--- src/rtl/wshb_arb_pkg.sv ---
// Shared types and helpers for the two-master Wishbone arbiter.
package wshb_arb_pkg;

   localparam int ADDR_W_DEF = 32;
   localparam int DATA_W_DEF = 32;

   typedef enum logic [1:0] {
      IDLE = 2'd0,
      GNT0 = 2'd1,
      GNT1 = 2'd2
   } arb_state_e;

   // Winner index for a fresh arbitration; on a tie the master that did not go last wins.
   function automatic logic rr_pick(input logic [1:0] req, input logic rr_last);
      if (req == 2'b11) return ~rr_last;
      return req[1] & ~req[0];
   endfunction

endpackage

--- src/rtl/wshb_arb_fsm.sv ---
// Ownership FSM: tracks the current bus owner, round-robin history and the debug grant vector.
module wshb_arb_fsm
   import wshb_arb_pkg::*;
(
   input  logic       clk,
   input  logic       rst_n,
   input  logic [1:0] req_i,
   output arb_state_e state_o,
   output logic [1:0] gnt_o
);

   arb_state_e state_q, state_d;
   logic       rr_last_q, rr_last_d;
   logic [1:0] gnt_q, gnt_d;

   always_ff @(posedge clk or negedge rst_n) begin
      if (!rst_n) begin
         state_q   <= IDLE;
         rr_last_q <= 1'b1;
         gnt_q     <= 2'b00;
      end else begin
         state_q   <= state_d;
         rr_last_q <= rr_last_d;
         gnt_q     <= gnt_d;
      end
   end

   // An owner keeps the bus until it drops cyc; hand-over to a waiting master skips IDLE.
   always_comb begin
      state_d   = state_q;
      rr_last_d = rr_last_q;
      case (state_q)
         IDLE: if (|req_i) state_d = rr_pick(req_i, rr_last_q) ? GNT1 : GNT0;
         GNT0: if (!req_i[0]) begin
            rr_last_d = 1'b0;
            state_d   = req_i[1] ? GNT1 : IDLE;
         end
         GNT1: if (!req_i[1]) begin
            rr_last_d = 1'b1;
            state_d   = req_i[0] ? GNT0 : IDLE;
         end
         default: state_d = IDLE;
      endcase
      gnt_d = {state_d == GNT1, state_d == GNT0};
   end

   assign state_o = state_q;
   assign gnt_o   = gnt_q;

endmodule

--- src/rtl/wshb_arbiter_2m.sv ---
// Two-master round-robin Wishbone arbiter: slave-side request mux and owner-gated return path.
module wshb_arbiter_2m
   import wshb_arb_pkg::*;
#(
   parameter int ADDR_W = ADDR_W_DEF,
   parameter int DATA_W = DATA_W_DEF
) (
   input  logic                clk,
   input  logic                rst_n,
   input  logic                m0_cyc,
   input  logic                m0_stb,
   input  logic                m0_we,
   input  logic [ADDR_W-1:0]   m0_adr,
   input  logic [DATA_W-1:0]   m0_dat_ms,
   input  logic [DATA_W/8-1:0] m0_sel,
   output logic                m0_ack,
   output logic [DATA_W-1:0]   m0_dat_sm,
   input  logic                m1_cyc,
   input  logic                m1_stb,
   input  logic                m1_we,
   input  logic [ADDR_W-1:0]   m1_adr,
   input  logic [DATA_W-1:0]   m1_dat_ms,
   input  logic [DATA_W/8-1:0] m1_sel,
   output logic                m1_ack,
   output logic [DATA_W-1:0]   m1_dat_sm,
   output logic                s_cyc,
   output logic                s_stb,
   output logic                s_we,
   output logic [ADDR_W-1:0]   s_adr,
   output logic [DATA_W-1:0]   s_dat_ms,
   output logic [DATA_W/8-1:0] s_sel,
   input  logic                s_ack,
   input  logic [DATA_W-1:0]   s_dat_sm,
   output logic [1:0]          gnt
);

   arb_state_e state;

   wshb_arb_fsm u_fsm (
      .clk     (clk),
      .rst_n   (rst_n),
      .req_i   ({m1_cyc, m0_cyc}),
      .state_o (state),
      .gnt_o   (gnt)
   );

   // Mux is driven purely from registered state, so s_ack never reaches s_cyc/s_stb.
   always_comb begin
      s_cyc    = 1'b0;
      s_stb    = 1'b0;
      s_we     = 1'b0;
      s_adr    = '0;
      s_dat_ms = '0;
      s_sel    = '0;
      case (state)
         GNT0: begin
            s_cyc    = m0_cyc;
            s_stb    = m0_stb;
            s_we     = m0_we;
            s_adr    = m0_adr;
            s_dat_ms = m0_dat_ms;
            s_sel    = m0_sel;
         end
         GNT1: begin
            s_cyc    = m1_cyc;
            s_stb    = m1_stb;
            s_we     = m1_we;
            s_adr    = m1_adr;
            s_dat_ms = m1_dat_ms;
            s_sel    = m1_sel;
         end
         default: ;
      endcase
   end

   assign m0_ack    = s_ack & (state == GNT0);
   assign m1_ack    = s_ack & (state == GNT1);
   assign m0_dat_sm = s_dat_sm;
   assign m1_dat_sm = s_dat_sm;

endmodule

--- config.mk ---
export PLATFORM = sky130hd
export DESIGN_NAME = wshb_arbiter_2m
export DESIGN_NICKNAME = d
export VERILOG_FILES = /design/src/rtl/wshb_arb_pkg.sv /design/src/rtl/wshb_arb_fsm.sv /design/src/rtl/wshb_arbiter_2m.sv
export SDC_FILE = /design/constraint.sdc
export NUM_CORES = 1
export LEC_CHECK = 0
export BUFFER_PORTS_ARGS = -buffer_cell sky130_fd_sc_hd__buf_2
export CAP_MARGIN = 10
export CORE_AREA = 2 2 122 124
export CTS_CLUSTER_DIAMETER = 200
export CTS_CLUSTER_SIZE = 8
export DETAILED_ROUTE_END_ITERATION = 10
export DIE_AREA = 0 0 124 126
export GPL_TIMING_DRIVEN = 1
export SLEW_MARGIN = 25
export SYNTH_ARGS = -nofsm -noshare
export SYNTH_HDL_FRONTEND = slang
export SYNTH_SLANG_ARGS = --single-unit
--- constraint.sdc ---
create_clock -name clk -period 3.7 [get_ports clk]
set_clock_uncertainty 0.05 [all_clocks]
set_input_delay 0.37 -clock clk [delete_from_list [all_inputs] [get_ports clk]]
set_output_delay 0.37 -clock clk [all_outputs]
set_load 0.1 [all_outputs]
==> run metrics, run 1 <==
Clock Sink Count=5; Crit Path Class=reg -> out; Worst EP arrival=around 2.5 ns; most common cell after layout, fill and taps aside=buf_2; total power density per cell area=around 1300 nW/um^2; synthesized netlist cell count=~260; Worst Setup Start Kind=flip-flop; # resized after CTS=0; slew at the pin with the worst max-slew slack=between 0.8 and 0.9 ns; synthesized flop and latch total=5; peak supply drop=around 0.54 mV; largest driver fanout on the critical path=39; global router's overall resource usage=0.0867; Worst EP required=~3.3 ns; reg2reg start=u_fsm.state_o[0]; Chip Height=126 microns; final-stage net count=585; class of the worst hold path=in -> async; # setup viols final=0; fraction of layout cells with a size suffix above 1=0.586; CP endpoint kind=output port; commonest non-fill, non-tap cells in the layout=219 x buf_2, 71 x a22oi_1, 71 x nor2b_1; antenna violations before repair=0; final hold vios=0; Ys Warns=0; 1st-pass router iterations=4; timing-limited maximum frequency=0.343 GHz; CTS Buf Count=3; share of power burned in registers=0.028; smallest setup slack after layout=0.786 ns; leading cell types by total area after synthesis=a22oi_1 28%, buf_4 25%, nor2b_1 23%; Skew-Pair Late Insertion Delay=about 0.23 ns; Min Clock Period, post-route=around 2.9 ns; DRC marker count from the first detailed-route iteration=just under 80; Clk pin slew, worst setup/hold paths=~0.03 ns; switching share of power=0.739; Vias per Instance=~4.1; Post-CTS Hold Buffers=1; first-pass GRT wire length=10.8 mm; Final Total Pwr=3590 uW; Post-CTS Setup Repair Bufs=0; DP Worst Slack=approximately 1 ns; fraction of the cycle the final worst path needs=0.788; Buffers on Ports=roughly 220; initial core utilization=0.133; number of enable-type register cells in the synthesized netlist=0; Synth async-reset ratio=1.00; reg-to-reg setup timing slack=about 1.3 ns; Synth Flop Type=dfrtp_1; Clock Power Share=0.049; unrepaired setup endpoints after global routing=no; Total Die Area=roughly 16000 sq um; part of the total power dissipated in combinational logic=0.923; maximum number of pins on one net before global-route repair=40; TritonCTS clock tree=done; maximum clock insertion buffer count=2; number of distinct standard cells referenced by the synthesized netlist=25; die span in x=about 120 microns; half-perimeter wire length of the detailed placement result=a little over 6 mm; internal power=938 uW; terminus of the critical flop-to-flop path=u_fsm.gnt_o[1]; placeable core region=around 14000 sq um; worst relative slew slack=0.451; Routed wire per std cell=13.0 microns; I/O pin total=316; Clock H-tree levels=1; number of placement rows=44; placer congestion estimate=0.706; outcome=completed; number of max-capacitance violations reported=0; area share of the leading cell type in the synthesized netlist=0.280; gr ovfl total=0; Sum Neg Setup Slack=0 ns; final-report max-slew violation count=0; Post-Route WL=around 7.6 mm; count of inserted antenna diode cells=0; Post-Syn Area=roughly 1900 sq um; timing endpoint of the critical path=s_dat_ms[17]; area delta synth->final=47.8%; leakage power total=roughly 0.0014 uW; sequential-to-total area share from yosys stat=0.0664; average size of a mapped cell=about 7.3 sq um; Yosys top cell by area=a22oi_1; number of design rule violations left after detail routing=0; via total after detailed routing=2405; vias in the first global route=2211; Root Driver=clkbuf_16; worst setup path startpoint=u_fsm.state_o[0]; Post-DRT Antenna Nets=0; r2r worst-path depth=7; syn_nets=around 440; switching power=~2600 uW
## power by group through the flow
stage	logic [uW]	registers (uW)	clock network, uW
floorplan	3060	148	0
global placement	3320	100	0
detailed placement	3330	99.9	0
CTS	3330	99.8	180
global route	3490	105	186
finish	3310	99.3	176
## metrics by stage
stage | utilization | hold WS [ns] | std cells | area, sq um
2_1_floorplan | - | 0.0244 | 262 | 1900
6_report | 0.196 | 0.434 | 587 | 2810
3_5_place_dp | 0.190 | 0.141 | 582 | 2720
5_1_grt | 0.196 | 0.457 | 587 | 2810
4_1_cts | 0.196 | 0.438 | 587 | 2810
3_3_place_gp | 0.190 | 0.141 | 582 | 2720
## how the worst min path moves through the flow
stage          startpoint               end  slack, ns
2_1_floorplan       rst_n    u_fsm.gnt_o[0]       0.02
3_3_place_gp        rst_n    u_fsm.gnt_o[0]       0.14
3_5_place_dp        rst_n    u_fsm.gnt_o[1]       0.14
4_1_cts             rst_n  u_fsm.state_o[1]       0.44
5_1_grt             rst_n  u_fsm.state_o[0]       0.46
6_report            rst_n  u_fsm.state_o[0]       0.43
## worst max-delay path: stages, from the launching register on
cell and delay, ns:
dfrtp_1 0.41, inv_1 0.13, ha_2 0.74, buf_12 0.29
a22oi_1 0.13, nor2b_1 0.13, buf_2 0.43
## Yosys cell counts (2+ instances only)
library cell	instances
ha_1	4
nor2_1	2
and2_1	2
a21oi_1	3
a22oi_1	71
o21ai_0	2
nor3b_2	2
buf_4	64
nor2b_1	71
buf_1	11
buf_2	2
dfrtp_1	4
clkbuf_1	10
inv_1	3
## cell type report
type / instances / area, sq um
fill: 1626 / 11500
multi-input combinational: 166 / 1200
timing repair buffer: 224 / 1160
tap: 184 / 230
sequential: 5 / 126
clock buffer: 4 / 78.8
inverter: 4 / 15.0
## logic make-up (layout without fill, tap and decap cells)
logic type	count (synthesis)	count (layout)	synth area share
buffers and inverters	91	232	0.307
AND/OR/NAND/NOR	81	81	0.271
AO/OA/AOI/OAI	79	79	0.318
flip-flops	5	5	0.0665
adder cells (fa/ha/maj)	4	4	0.0263
multiplexers	2	2	0.0112
## flip-flops by register name, summed over array words and instances (netlist names)
signal / cells
u_fsm.gnt_o: 2
u_fsm.state_o: 2
u_fsm.rr_last_q: 1
## routing by layer
layer	up-vias	part of all wire	wire, microns	global-route usage
li1	1141	-	-	-
met1	1076	0.38	2860	0.0925
met2	158	0.49	3720	0.160
met3	30	0.11	817	0.0258
met4	0	0.027	206	0.0284
met5	-	0	0	0
Note: power is estimated with default switching activity, not from simulation.
==> run 2, diff against run 1 <==
clock period = 2.4 ns   (was 3.7 ns; I/O delays follow)
==> run 2 against run 1 <==
  * Sequential share of layout area is 1.4 points lower
  * Setup slack worse by 0.58 ns
  * Critical path depth stayed put
  * Die area stayed put
  * Sequential cell count stayed put
  * Worst hold slack worse by 0.12 ns
  * Wire length is 5.8% higher
  * Highest routed layer unchanged
  * Core utilization is 9.0 points higher
  * Power is 100% higher
  * Cell count is 0.17% higher
  * Global-route usage is 0.78 points higher
  * Count of clock-buffer cells in the layout stayed put
==> run metrics, run 2 (synthesis results as in run 1) <==
Chip Height=126 microns (unchanged); smallest setup slack after layout=0.205 ns (was 0.786 ns); via total after detailed routing=2367 (was 2405); outcome=completed (unchanged); Clock H-tree levels=1 (unchanged); class of the worst hold path=in -> async (unchanged); total area of multi-input combinational cells=1380 sq um (was 1200 sq um); switching share of power=0.610 (was 0.739); # setup viols final=0 (unchanged); count of inserted antenna diode cells=0 (unchanged); terminus of the critical flop-to-flop path=u_fsm.gnt_o[1] (unchanged); peak per-stage delay on the critical path=0.43 ns (was 0.74 ns); switching power=4430 uW (was 2650 uW); cell family with most CP delay=buffers and inverters (unchanged); fraction of the cycle the final worst path needs=0.914; first-pass GRT wire length=12.0 mm (was 10.8 mm); Clock Power Share=0.038 (was 0.049); gr ovfl total=0 (unchanged); area taken by flip-flops and latches=126 sq um (unchanged); post-place instance area=4010 sq um (was 2720 sq um); DRC marker count from the first detailed-route iteration=70 (was 79); Post-Route WL=8.04 mm (was 7.60 mm); initial core utilization=0.133 (unchanged); placer congestion estimate=0.782 (was 0.706); highest-delay cell along the critical path=dfrtp_1 (was ha_2); reg-to-reg setup timing slack=0.58 ns (was 1.31 ns); final design instance area without fill=4100 sq um (was 2810 sq um); number of design rule violations left after detail routing=0 (unchanged); Post-DRT Antenna Nets=0 (unchanged); final hold vios=0 (unchanged); area delta synth->final=115% (was 47.8%); WL met2=4.06 mm (was 3.72 mm); Worst EP arrival=1.90 ns (was 2.49 ns); worst slack on hold paths=0.311 ns (was 0.434 ns); r2r worst-path depth=7 (unchanged); Vias per Instance=4.03 (was 4.10); Post-CTS Setup Repair Bufs=0 (unchanged); Root Driver=clkbuf_16 (unchanged); largest driver fanout on the critical path=33 (was 39); maximum number of pins on one net before global-route repair=76 (was 40); Worst EP required=2.11 ns (was 3.28 ns); peak supply drop=0.560 mV (was 0.537 mV); leakage power total=0.00170 uW (was 0.00142 uW); share of power burned in registers=0.022 (was 0.028); Final Total Pwr=7250 uW (was 3590 uW); Sum Neg Setup Slack=0 ns (unchanged); global router's overall resource usage=0.0945 (was 0.0867); total power density per cell area=1770 nW/um^2 (was 1280 nW/um^2); reg2reg start=u_fsm.state_o[0] (unchanged); Routed wire per std cell=13.7 microns (was 13.0 microns); met3 layer wire length in the routed design=720 microns (was 817 microns); maximum clock insertion buffer count=2 (unchanged); vias in the first global route=2321 (was 2211); part of the total power dissipated in combinational logic=0.940 (was 0.923); unrepaired setup endpoints after global routing=no (unchanged); I/O pin total=316 (unchanged); CTS Buf Count=3 (unchanged); highest metal used=met4 (unchanged); worst relative slew slack=0.677 (was 0.451); CP endpoint kind=output port (unchanged); DP Worst Slack=0.467 ns (was 1.00 ns); number of max-capacitance violations reported=0 (unchanged); slew at the pin with the worst max-slew slack=0.488 ns (was 0.824 ns); timing-limited maximum frequency=0.456 GHz; half-perimeter wire length of the detailed placement result=6.50 mm (was 6.15 mm); Critical path buffers and inverters=3 (unchanged); fraction of layout cells with a size suffix above 1=0.762 (was 0.586); # fillers=1515 (was 1626); Min Clock Period, post-route=roughly 2.2 ns; Clock Sink Count=5 (unchanged); Crit Path Class=reg -> out (unchanged); most common cell after layout, fill and taps aside=buf_2 (unchanged); 1st-pass router iterations=4 (unchanged); Total Die Area=15600 sq um (unchanged); TritonCTS clock tree=done (unchanged); list of cells traversed by the critical path=inv_1 -> ha_2 -> buf_4 -> a22oi_1 -> nor2b_2 -> buf_12 (was inv_1 -> ha_2 -> buf_12 -> a22oi_1 -> nor2b_1 -> buf_2); final-report max-slew violation count=0 (unchanged); Buffers on Ports=219 (unchanged); commonest non-fill, non-tap cells in the layout=146 x buf_2, 75 x buf_12, 71 x a22oi_1 (was 219 x buf_2, 71 x a22oi_1, 71 x nor2b_1); antenna violations before repair=0 (unchanged); routed metal-1 wire length=3.11 mm (was 2.86 mm); die span in x=124 microns (unchanged); internal power=2830 uW (was 938 uW); number of placement rows=44 (unchanged); final-stage net count=586 (was 585); placeable core region=14300 sq um (unchanged); Worst Setup Start Kind=flip-flop (unchanged); Skew-Pair Late Insertion Delay=0.23 ns (about the same); Clk pin slew, worst setup/hold paths=0.03 ns (about the same)
==> run 2: cell types whose count changed in the layout (fill, tap and decap cells not counted) <==
cell,before,now
buf_12,2,75
buf_4,2,3
nor2b_4,0,1
nor2b_2,0,70
buf_2,219,146
nor2b_1,71,0
==> run 2: worst register-to-register path, cell delays in order, from the launching register on <==
cell,delay [ns]
dfrtp_1,0.43
inv_1,0.14
ha_2,0.22
buf_12,0.21
inv_1,0.08
o21ai_0,0.28
a221oi_4,0.12
nor3b_2,0.17
==> run 2: final cells by class <==
type,instances,share of cell area
Timing Repair Buffer,225,0.553
Multi-Input combinational cell,166,0.337
Tap cell,184,0.0562
Sequential cell,5,0.0308
Clock buffer,4,0.0192
Inverter,4,0.00367
==> run 2: worst max-delay path by stage <==
stage                           from      endpoint  slack (ns)  depth (start not counted)
floorplan           u_fsm.state_o[0]         s_stb      -0.008                          6
global placement    u_fsm.state_o[0]          s_we        0.52                          6
detailed placement  u_fsm.state_o[0]      s_sel[3]        0.47                          6
CTS                 u_fsm.state_o[0]  s_dat_ms[31]        0.22                          6
global route        u_fsm.state_o[1]      s_adr[5]        0.12                          6
finish              u_fsm.state_o[0]  s_dat_ms[31]        0.21                          6
==> run 2: metal layers <==
metal | track usage | up-vias
met5 | 0 | -
met3 | 0.0204 | 25
met1 | 0.115 | 1085
met4 | 0.0284 | 0
met2 | 0.165 | 116
li1 | - | 1141
==> run 2: power by group through the flow <==
stage,combinational (uW),clock [uW],sequential [uW]
after floorplan,4990,0,228
after global placement,6830,0,153
after detailed placement,6870,0,157
after CTS,6880,280,156
after global routing,7090,284,160
final,6820,277,157
==> run 2: what timing repair did <==
action,in CTS,in global routing
hold buffers,1,0
setup endpoints to repair,0,0
gates resized for setup,0,0
endpoints found under the hold margin,5,0
==> run 2: stage by stage <==
stage                     instances   util
final                           588  0.286
after global routing            588  0.286
after CTS                       588  0.286
after detailed placement        583  0.280
after global placement          583  0.280
after floorplan                 262      -
==> run 3, diff against run 2 <==
CORE_AREA = 5 5 118 120   (was 2 2 122 124)
CTS_CLUSTER_DIAMETER = default   (was 200)
DIE_AREA = 0 0 123 125   (was 0 0 124 126)
==> run 3 against run 2 <==
  * Global-route usage up 0.73 points
  * Critical path depth unchanged
  * Count of clock-buffer cells in the layout unchanged
  * First-iteration DRC count up 21%
  * Register-to-register slack about the same
==> run metrics, run 3 (synthesis results as in run 1) <==
outcome=completed (unchanged); # setup viols final=0 (unchanged); Final Total Pwr=7250 uW (about the same); Chip Height=125 microns (was 126 microns); fraction of layout cells with a size suffix above 1=0.762 (unchanged); area taken by flip-flops and latches=126 sq um (unchanged); via total after detailed routing=2383 (was 2367); unrepaired setup endpoints after global routing=no (unchanged); final-report max-slew violation count=0 (unchanged); Post-DRT Antenna Nets=0 (unchanged); Post-CTS Hold Buffers=1 (unchanged); cell count after placement=575 (was 583); final-stage net count=586 (unchanged); global router's overall resource usage=0.102 (was 0.0945); antenna violations before repair=0 (unchanged); slew at the pin with the worst max-slew slack=0.489 ns (was 0.488 ns); reg-to-reg setup timing slack=0.57 ns (was 0.58 ns); number of max-capacitance violations reported=0 (unchanged); 1st-pass router iterations=4 (unchanged); TritonCTS clock tree=done (unchanged); die span in x=123 microns (was 124 microns); Vias per Instance=4.11 (was 4.03); Post-CTS Setup Repair Bufs=0 (unchanged); r2r worst-path depth=7 (unchanged); reg2reg start=u_fsm.state_o[0] (unchanged); timing-limited maximum frequency=0.471 GHz (was 0.456 GHz); gr ovfl total=0 (unchanged); Worst EP required=2.11 ns (about the same); post-place instance area=4010 sq um (about the same); half-perimeter wire length of the detailed placement result=7.12 mm (was 6.50 mm); total area of multi-input combinational cells=1380 sq um (unchanged); leakage power total=0.00170 uW (about the same); class of the worst hold path=in -> async (unchanged); Clk pin slew, worst setup/hold paths=0.03 ns (about the same); Routed wire per std cell=14.8 microns (was 13.7 microns); total power density per cell area=1770 nW/um^2 (about the same); maximum clock insertion buffer count=2 (unchanged); placer congestion estimate=0.750 (was 0.782); count of inserted antenna diode cells=0 (unchanged); Min Clock Period, post-route=2.12 ns (was 2.19 ns); final design instance area without fill=4100 sq um (about the same); placeable core region=12900 sq um (was 14300 sq um); commonest non-fill, non-tap cells in the layout=146 x buf_2, 76 x buf_12, 71 x a22oi_1 (was 146 x buf_2, 75 x buf_12, 71 x a22oi_1); # resized after CTS=0 (unchanged); number of design rule violations left after detail routing=0 (unchanged); Clock Sink Count=5 (unchanged); Root Driver=clkbuf_16 (unchanged); Crit Path Class=reg -> out (unchanged); number of placement rows=42 (was 44); number of standard cells in the layout, taps in and fillers out=580 (was 588); CP endpoint kind=output port (unchanged); Skew-Pair Late Insertion Delay=0.22 ns (was 0.23 ns); Buffers on Ports=219 (unchanged); worst relative slew slack=0.676 (was 0.677); peak supply drop=0.546 mV (was 0.560 mV); Total Die Area=15400 sq um (was 15600 sq um); first-pass GRT wire length=12.8 mm (was 12.0 mm); CTS Buf Count=3 (unchanged); Worst Setup Start Kind=flip-flop (unchanged); vias in the first global route=2424 (was 2321); Sum Neg Setup Slack=0 ns (unchanged); I/O pin total=316 (unchanged); terminus of the critical flop-to-flop path=u_fsm.gnt_o[1] (unchanged); area delta synth->final=116% (was 115%); Worst EP arrival=1.83 ns (was 1.90 ns); Clock H-tree levels=1 (unchanged); # fillers=1356 (was 1515); most common cell after layout, fill and taps aside=buf_2 (unchanged); DRC marker count from the first detailed-route iteration=85 (was 70); Post-Route WL=8.58 mm (was 8.04 mm); final hold vios=0 (unchanged); initial core utilization=0.148 (was 0.133); worst slack on hold paths=0.324 ns (was 0.311 ns); largest driver fanout on the critical path=75 (was 33); maximum number of pins on one net before global-route repair=76 (unchanged); fraction of the cycle the final worst path needs=0.885 (was 0.914)
run 3: cell counts in the layout (fill, tap and decap cells not counted):
Identical to the previous run, type by type.
run 3: cell type report:
type | count | area share
flip-flops and latches | 5 | 0.0308
clock buffers | 4 | 0.0192
well taps | 176 | 0.0537
repair buffers | 225 | 0.556
multi-input cells | 166 | 0.337
inverters | 4 | 0.00366
run 3: layer usage:
| layer | track usage | part of all wire |
|---|---|---|
| met1 | 0.113 | 0.35 |
| met2 | 0.191 | 0.53 |
| met3 | 0.0248 | 0.10 |
| met4 | 0.0254 | 0.017 |
| met5 | 0 | 0 |
run 3: power breakdown:
| part | switching [uW] | internal [uW] | total [uW] |
|---|---|---|---|
| combinational | 4330 | 2500 | 6830 |
| clock | 47.8 | 219 | 267 |
| sequential | 27.7 | 125 | 153 |
| total | 4410 | 2840 | 7250 |
run 3: critical path: stages (launching register included):
cell and delay (ns):
dfrtp_1 0.42, inv_1 0.10, ha_2 0.19, buf_12 0.29, a22oi_1 0.17, nor2b_2 0.19
buf_12 0.19
run 3: how the worst max path moves through the flow:
stage	depth (start not counted)	from	slack (ns)	end
2_1_floorplan	6	u_fsm.state_o[0]	-0.008	s_stb
3_3_place_gp	5	u_fsm.state_o[0]	0.52	s_sel[3]
3_5_place_dp	5	u_fsm.state_o[0]	0.49	s_dat_ms[23]
4_1_cts	5	u_fsm.state_o[0]	0.25	s_dat_ms[23]
5_1_grt	5	u_fsm.state_o[1]	0.14	s_dat_ms[16]
6_report	6	u_fsm.state_o[1]	0.28	s_dat_ms[25]
run 3: metrics by stage:
stage	util	setup slack (ns)
final	0.318	0.276
after floorplan	-	-0.00777
after CTS	0.318	0.249
after global routing	0.318	0.136
after detailed placement	0.311	0.489
after global placement	0.311	0.523
